==> src/rtl/fetch_pkg.sv <==
// ============================================================================
// Module : fetch_pkg
// Brief  : Shared types, constants and region helper for the fetch stage.
// Rev    : 1.0  initial release
// ============================================================================
`default_nettype none

package fetch_pkg;

  typedef enum logic [1:0] {
    ST_FILL = 2'd0,
    ST_RUN  = 2'd1,
    ST_ISR  = 2'd2
  } fetch_state_e;

  localparam logic [3:0]  ISR_REGION = 4'hC;
  localparam logic [31:0] NOP        = 32'h0000_0000;

  // True when pc lies in the 256 MiB region selected by the top nibble.
  function automatic logic in_region(input logic [31:0] pc, input logic [3:0] region);
    return pc[31:28] == region;
  endfunction

endpackage

`default_nettype wire

==> src/rtl/fetch_pc_sel.sv <==
// ============================================================================
// Module : fetch_pc_sel
// Brief  : Next-PC priority mux (interrupt > redirect > sequential) and the
//          interrupt-take decision.
// Rev    : 1.0  initial release
// ============================================================================
`default_nettype none

module fetch_pc_sel #(
  parameter logic [31:0] ISR_BASE = 32'hC000_0000
) (
  input  logic        is_fill,
  input  logic        is_run,
  input  logic [31:0] pc_q,
  input  logic        stall,
  input  logic        redirect_valid,
  input  logic [31:0] redirect_pc,
  input  logic        intr_req,
  output logic [31:0] pc_next,
  output logic        take_intr
);

  always_comb begin
    // A redirect owns this cycle as a branch with a delay slot, so entry waits.
    take_intr = is_run && intr_req && !stall && !redirect_valid;
    pc_next   = pc_q + 32'd4;
    if (is_fill) begin
      pc_next = pc_q;
    end else if (take_intr) begin
      pc_next = ISR_BASE;
    end else if (redirect_valid) begin
      pc_next = redirect_pc & ~32'h0000_0003;
    end
  end

endmodule

`default_nettype wire

==> src/rtl/fetch_unit.sv <==
// ============================================================================
// Module : fetch_unit
// Brief  : Instruction fetch stage: PC ownership, imem/ISR ROM addressing,
//          interrupt entry with EPC capture and ISR exit on jump-out.
// Rev    : 1.0  initial release
// ============================================================================
`default_nettype none

module fetch_unit
  import fetch_pkg::*;
#(
  parameter logic [31:0] RESET_PC = 32'h0000_0000,
  parameter logic [31:0] ISR_BASE = {ISR_REGION, 28'h000_0000}
) (
  input  logic        clk,
  input  logic        rst_n,
  input  logic        stall,
  input  logic        redirect_valid,
  input  logic [31:0] redirect_pc,
  input  logic        intr_req,
  output logic [29:0] imem_addr,
  output logic [29:0] isr_addr,
  input  logic [31:0] imem_inst,
  input  logic [31:0] isr_inst,
  output logic [31:0] inst,
  output logic [31:0] inst_pc,
  output logic        inst_valid,
  output logic [31:0] epc,
  output logic        epc_we,
  output logic        in_isr
);

  fetch_state_e state_q, state_d;
  logic [31:0]  pc_q, pc_d;
  logic [31:0]  epc_q, epc_d;
  logic         inst_valid_q, inst_valid_d;
  logic         epc_we_q, epc_we_d;
  logic [31:0]  pc_next;
  logic         take_intr;

  fetch_pc_sel #(
    .ISR_BASE (ISR_BASE)
  ) u_pc_sel (
    .is_fill        (state_q == ST_FILL),
    .is_run         (state_q == ST_RUN),
    .pc_q           (pc_q),
    .stall          (stall),
    .redirect_valid (redirect_valid),
    .redirect_pc    (redirect_pc),
    .intr_req       (intr_req),
    .pc_next        (pc_next),
    .take_intr      (take_intr)
  );

  always_comb begin
    state_d      = state_q;
    pc_d         = pc_q;
    epc_d        = epc_q;
    inst_valid_d = inst_valid_q;
    epc_we_d     = 1'b0;
    if (!stall) begin
      pc_d = pc_next;
      case (state_q)
        ST_FILL: begin
          state_d      = ST_RUN;
          inst_valid_d = 1'b1;
        end
        ST_RUN: begin
          if (take_intr) begin
            state_d  = ST_ISR;
            epc_d    = pc_q;
            epc_we_d = 1'b1;
          end
        end
        ST_ISR: begin
          // Leaving the region is the handler's return jump.
          if (redirect_valid && !in_region(redirect_pc, ISR_BASE[31:28])) begin
            state_d = ST_RUN;
          end
        end
        default: state_d = ST_FILL;
      endcase
    end
  end

  always_ff @(posedge clk or negedge rst_n) begin
    if (!rst_n) begin
      state_q      <= ST_FILL;
      pc_q         <= RESET_PC;
      epc_q        <= 32'h0000_0000;
      inst_valid_q <= 1'b0;
      epc_we_q     <= 1'b0;
    end else begin
      state_q      <= state_d;
      pc_q         <= pc_d;
      epc_q        <= epc_d;
      inst_valid_q <= inst_valid_d;
      epc_we_q     <= epc_we_d;
    end
  end

  // While stalled the memories re-latch the current word so data holds.
  assign imem_addr  = stall ? pc_q[31:2] : pc_next[31:2];
  assign isr_addr   = imem_addr;
  assign inst_valid = inst_valid_q && !take_intr;
  assign inst       = !inst_valid ? NOP :
                      (in_region(pc_q, ISR_BASE[31:28]) ? isr_inst : imem_inst);
  assign inst_pc    = pc_q;
  assign epc        = epc_q;
  assign epc_we     = epc_we_q;
  assign in_isr     = (state_q == ST_ISR);

endmodule

`default_nettype wire

==> config.mk <==
export PLATFORM = sky130hd
export DESIGN_NAME = fetch_unit
export DESIGN_NICKNAME = d
export VERILOG_FILES = /design/src/rtl/fetch_pkg.sv /design/src/rtl/fetch_pc_sel.sv /design/src/rtl/fetch_unit.sv
export SDC_FILE = /design/constraint.sdc
export NUM_CORES = 1
export LEC_CHECK = 0
export CORE_MARGIN = 2
export CORE_UTILIZATION = 37
export DETAILED_ROUTE_END_ITERATION = 10
export HOLD_SLACK_MARGIN = 0.03
export PLACE_DENSITY = 0.86
export SLEW_MARGIN = 20
export SYNTH_ARGS = -nofsm -noshare
export SYNTH_HDL_FRONTEND = slang
export SYNTH_SLANG_ARGS = --single-unit
==> constraint.sdc <==
create_clock -name clk -period 2.5 [get_ports clk]
set_input_delay 0.375 -clock clk [delete_from_list [all_inputs] [get_ports clk]]
set_output_delay 0.375 -clock clk [all_outputs]
set_load 0.02 [all_outputs]
# Word level (Yosys, flattened, before mapping)
# Index checks and enable logic that the tools add are counted.
# word_totals
regBits	68
in_bits	101
out_inout_bits	159
# classes
n_addsub	1
n_eq_ne	6
n_mux	12
n_bitwise	2
reduce_logical	14
# ops
operator	count
two-way mux 32 bit	5
adder 32 x 3 -> 32 bit, second input constant	1
two-way mux 30 bit	1
== test 4 bit, second input constant	2
one-hot mux 2 bit (3 select lines)	1
AND reduction 3 bit	2
logical AND 1 bit	5
logical NOT 1 bit	4
two-way mux 2 bit	2
AND reduction 2 bit	2
two-way mux 1 bit	3
== test 2 x 1 -> 1 bit, second input constant	1
== test 2 bit, second input constant	1
logical NOT 2 bit	1
!= test 2 x 1 -> 1 bit, second input constant	1
!= test 2 bit, second input constant	1
NOT 1 bit	2

# Logic depth before layout (Yosys ltp)
# depth
depth_word	7
mapped_depth	8
mapped_depth_nobuf	6

# Cells and area by module
# A second synthesis with hierarchy kept.
# unflattened
hier_cells	508
area_unflattened_um2	4598.2
# by_module_without_submodules
mod	n_inst	cells_per_inst	area_each_um2	seq_area_each_um2
fetch_unit	1	294	3270.6	1701.6
fetch_pc_sel	1	214	1327.5	0.0

# Worst setup path after synthesis
# No wires, ideal clock.
# synth_path
kind	reg2out
start	register pc_q[2], in the netlist inst_pc[2]
end	output isr_addr[8]
t_arrival_ps	2590
required_ps	2125
slack_ps	-465
path_stages_with_launch	7
cell_sequence	dfrtp_1 -> ha_1 -> nand3_2 -> nor2_1 -> nand2_1 -> o311ai_0 -> buf_4
# synth_between
elab_chain_len	5
# synth_rtl
element	line	text
from (decl)	fetch_unit.sv:34	logic [31:0] pc_q, pc_d;
from (signal assigned)	fetch_unit.sv:95	pc_q <= pc_d;
adder 32 x 3 -> 32 bit	fetch_pc_sel.sv:26	pc_next = pc_q + 32'd4;
two-way mux 32 bit	fetch_pc_sel.sv:31	end else if (redirect_valid) begin
two-way mux 32 bit	fetch_pc_sel.sv:29	end else if (take_intr) begin
two-way mux 32 bit	fetch_pc_sel.sv:27	if (is_fill) begin
two-way mux 30 bit	fetch_unit.sv:103	assign imem_addr = stall ? pc_q[31:2] : pc_next[31:2];
to (decl)	fetch_unit.sv:22	output logic [29:0] isr_addr,
# Every way passes these cells.

# Worst setup path in the final report
# layout_path
start	register pc_q[16], in the netlist inst_pc[16]
end	output imem_addr[20]
# layout_between
elab_chain_len	5
# layout_rtl
element	line	text
adder 32 x 3 -> 32 bit	fetch_pc_sel.sv:26	
two-way mux 32 bit	fetch_pc_sel.sv:31	
two-way mux 32 bit	fetch_pc_sel.sv:29	
two-way mux 32 bit	fetch_pc_sel.sv:27	
two-way mux 30 bit	fetch_unit.sv:103	
to (decl)	fetch_unit.sv:21	output logic [29:0] imem_addr,
# Every way passes these cells.

==> reports/metrics.yaml <==
power_and_ir_drop:
  swShare_pct: 45.02
  switchingPower_mw: 3.218
  pwr-share-seq_pct: 24.3
  vdd_drop_max_mv: 0.6282
  power.total_mw: 7.149
  power.density_nw_per_um2: 892.1
  clkPwrFrac_pct: 13.6
  intPower_mw: 3.931
  p_leak_nw: 3.723
  comb_power_share_pct: 62.1
logic_synthesis:
  synth-main-ff-cell: "dfrtp_1"
  synth_edf_count: 0
  synth_largest_area_cell: "dfrtp_1"
  yosysMostFrequentCell: "nand2_1"
  synth_common_cells: "nand2_1 (183), dfrtp_1 (68), a21oi_1 (48)"
  synth_area_leaders: "dfrtp_1 (41%), nand2_1 (17%), a21oi_1 (5.8%), buf_4 (5.4%), o21ai_0 (3.4%)"
  synth_nets: 635
  syn-cell-area_sq_um: 4155
  async_reset_ff_share_pct: 100.0
  ys_seq_elements: 68
  synth_top_area_share_pct: 40.95
  yosys_warnings: 0
  yosysUniqueCellTypes: 56
  synthCells: 533
  ys_seq_area_share_pct: 40.95
  synth.avg_cell_area_sq_um: 7.796
worst_setup_path:
  r2r_cells: 10
  cp.arrival_ns: 2.31
  path_cells: "nand4_1, nor4_4, buf_4, buf_4, nand3_4, xor2_2, o21ai_2, buf_4, buf_6"
  critPathMaxFanout: 5
  cpPeakStageDelay_ns: 0.44
  cp-endpoint: "imem_addr[20]"
  endpoint_kind: "primary output"
  slowest_stage: "dfrtp_1"
  reg2reg_from: "inst_pc[10]"
  worst_path_most_repeated_cell: "buf_4"
  cp.required_ns: 2.12
  critPathLaunch: "inst_pc[16]"
  reg2reg_slack_ns: 0.46
  path_class: "reg2out"
  r2r_end: "inst_pc[21]"
  start_kind: "flop"
detailed_routing:
  drt-initial-drc-count: 558
  first_pass_iters: 5
  via_per_inst: 5.547
  drc: 0
  drt-wirelength-per-cell_um: 19.79
  ant_nets: 0
  dr_total_vias: 5597
  totalWireLength_um: 19970
sta:
  finalCritPeriodShare_pct: 107.6
  final_hold_viol_count: 0
  rsz0062_at_grt: "yes"
  worst_pin_slew_ns: 0.7490
  fin_ws_ns: -0.1896
  slew_violations: 0
  skew_ns: 0.008347
  relSlewSlack_pct: 50.06
  setup_viol: 39
  period_needed_ns: 2.690
  clock.fmax_mhz: 371.8
clock_network:
  cts_buffers: 9
  cts_tree: "done"
  cts_hold_buf: 0
  path_clk_slew_ns: 0.09
  clock_latency_ns: 0.37
  cts.htree.levels: 3
  cts_max_path_buffers: 2
  cts_sinks: 68
  cts-root-buf: "clkbuf_8"
grt:
  grt_pass1_vias: 5100
  antenna_found_initial: 0
  grt_max_degree: 39
  grt_pass1_wl_um: 26930
  grt_usage_pct: 29.11
  gr-total-overflow: 0
cells_and_area:
  final_nets: 966
  layoutNonFillerInstCount: 1009
  antenna_cells: 0
  layout-drive-gt1-share_pct: 32.80
  area_growth_pct: 92.86
  finish.utilization_pct: 73.60
  design_area_sq_um: 8014
placement:
  gp_congestion: 0.9478
  place_area_sq_um: 7316
  dp_cells: 957
  dpl.hpwl_um: 13440
  io_buffers: 257
worst_hold_path:
  holdCritPathClass: "in2async"
die:
  die-area_sq_um: 12090
  row_count: 38
  ios: 260
  core_area_sq_um: 10890
  start_util_pct: 38.16
  die_w_um: 110.0
  die_h_um: 110.0
run:
  drv_cap: 0
outcome:
  violations: "negative setup slack"
  status: "finished with violations"
-- cell families (layout without fill, tap and decap cells) --
family	after synthesis	after routing	synth area share, %
xor+xnor	11	11	2.319
buf+inv	71	407	10.45
compound gates	120	120	17.46
flops	68	68	40.95
mux	1	1	0.2710
fa+ha+maj	1	1	0.3011
simple gates	261	261	28.24
-- flip-flops by register name, indices dropped and copies added (netlist names) --
register and cells:
inst_pc 32, epc_we 1, state_q 2, epc 32, inst_valid_q 1
-- metrics by stage --
stage | hold slack [ns] | setup slack [ns] | setup TNS [ns]
2_1_floorplan | 0.07941 | -0.1347 | -0.1347
3_5_place_dp | 0.4615 | -0.5906 | -37.42
5_1_grt | 0.1132 | -0.2770 | -7.100
4_1_cts | 0.07222 | -0.09343 | -0.8894
3_3_place_gp | 0.4429 | -0.5265 | -31.98
6_report | 0.06025 | -0.1896 | -3.703
-- metal layers --
metal	vias up	global-route usage, %	routed length (um)
li1	2460	-	-
met1	2663	37.21	7374
met2	397	48.38	9984
met3	77	6.820	1875
met4	0	9.855	731
met5	-	0	0
-- power groups by stage --
stage	Clock, mW	Combinational, mW	Sequential (mW)
finish	0.975	4.44	1.73
global route	1.03	4.65	1.77
CTS	0.982	4.08	1.71
detailed placement	0	4.21	1.72
global placement	0	4.14	1.69
floorplan	0	1.63	2.17
-- how the worst min path moves through the flow --
| stage | startpoint | endpoint | slack [ns] | depth (start not counted) |
|---|---|---|---|---|
| 2_1_floorplan | rst_n | epc[0] | 0.08 | 0 |
| 6_report | rst_n | epc[11] | 0.06 | 1 |
| 3_3_place_gp | inst_valid_q | inst_valid_q | 0.44 | 1 |
| 4_1_cts | rst_n | epc[11] | 0.07 | 1 |
| 5_1_grt | rst_n | epc[10] | 0.11 | 1 |
| 3_5_place_dp | epc[7] | epc[7] | 0.46 | 2 |
-- cell usage in the layout, fill, tap and decap left out, drive strengths merged, types with 12 or more instances in the layout --
cell,n
nand4,13
clkdlybuf4s15,12
clkbuf,28
buf,179
dfrtp,68
inv,12
clkdlybuf4s50,160
nand3,21
nand2,183
nor2,19
o21ai,31
dlygate4sd2,13
a21oi,50
-- worst max-delay path: cells and delay by family, from the launching register on --
family | cells | cell delay (ns)
AO/OA/AOI/OAI | 1 | 0.20
XOR/XNOR | 1 | 0.19
buffers and inverters | 4 | 0.59
flip-flops | 1 | 0.44
AND/OR/NAND/NOR | 3 | 0.54
-- what timing repair did --
action | in CTS | in global routing
setup endpoints to repair | 93 | 81
setup buffers | 16 | 20
pin swaps | 7 | 27
gates resized for setup | 304 | 156
-- final cells by class --
type                    instances  area [sq um]
well taps                     140         175.2
multi-input cells             394          2430
clock buffers                   9         123.9
flip-flops and latches         68          1710
clock inverters                 7         82.58
fillers                       765          2874
repair buffers                383          3462
inverters                       8         30.03
Note: power is estimated with default switching activity, not from simulation.
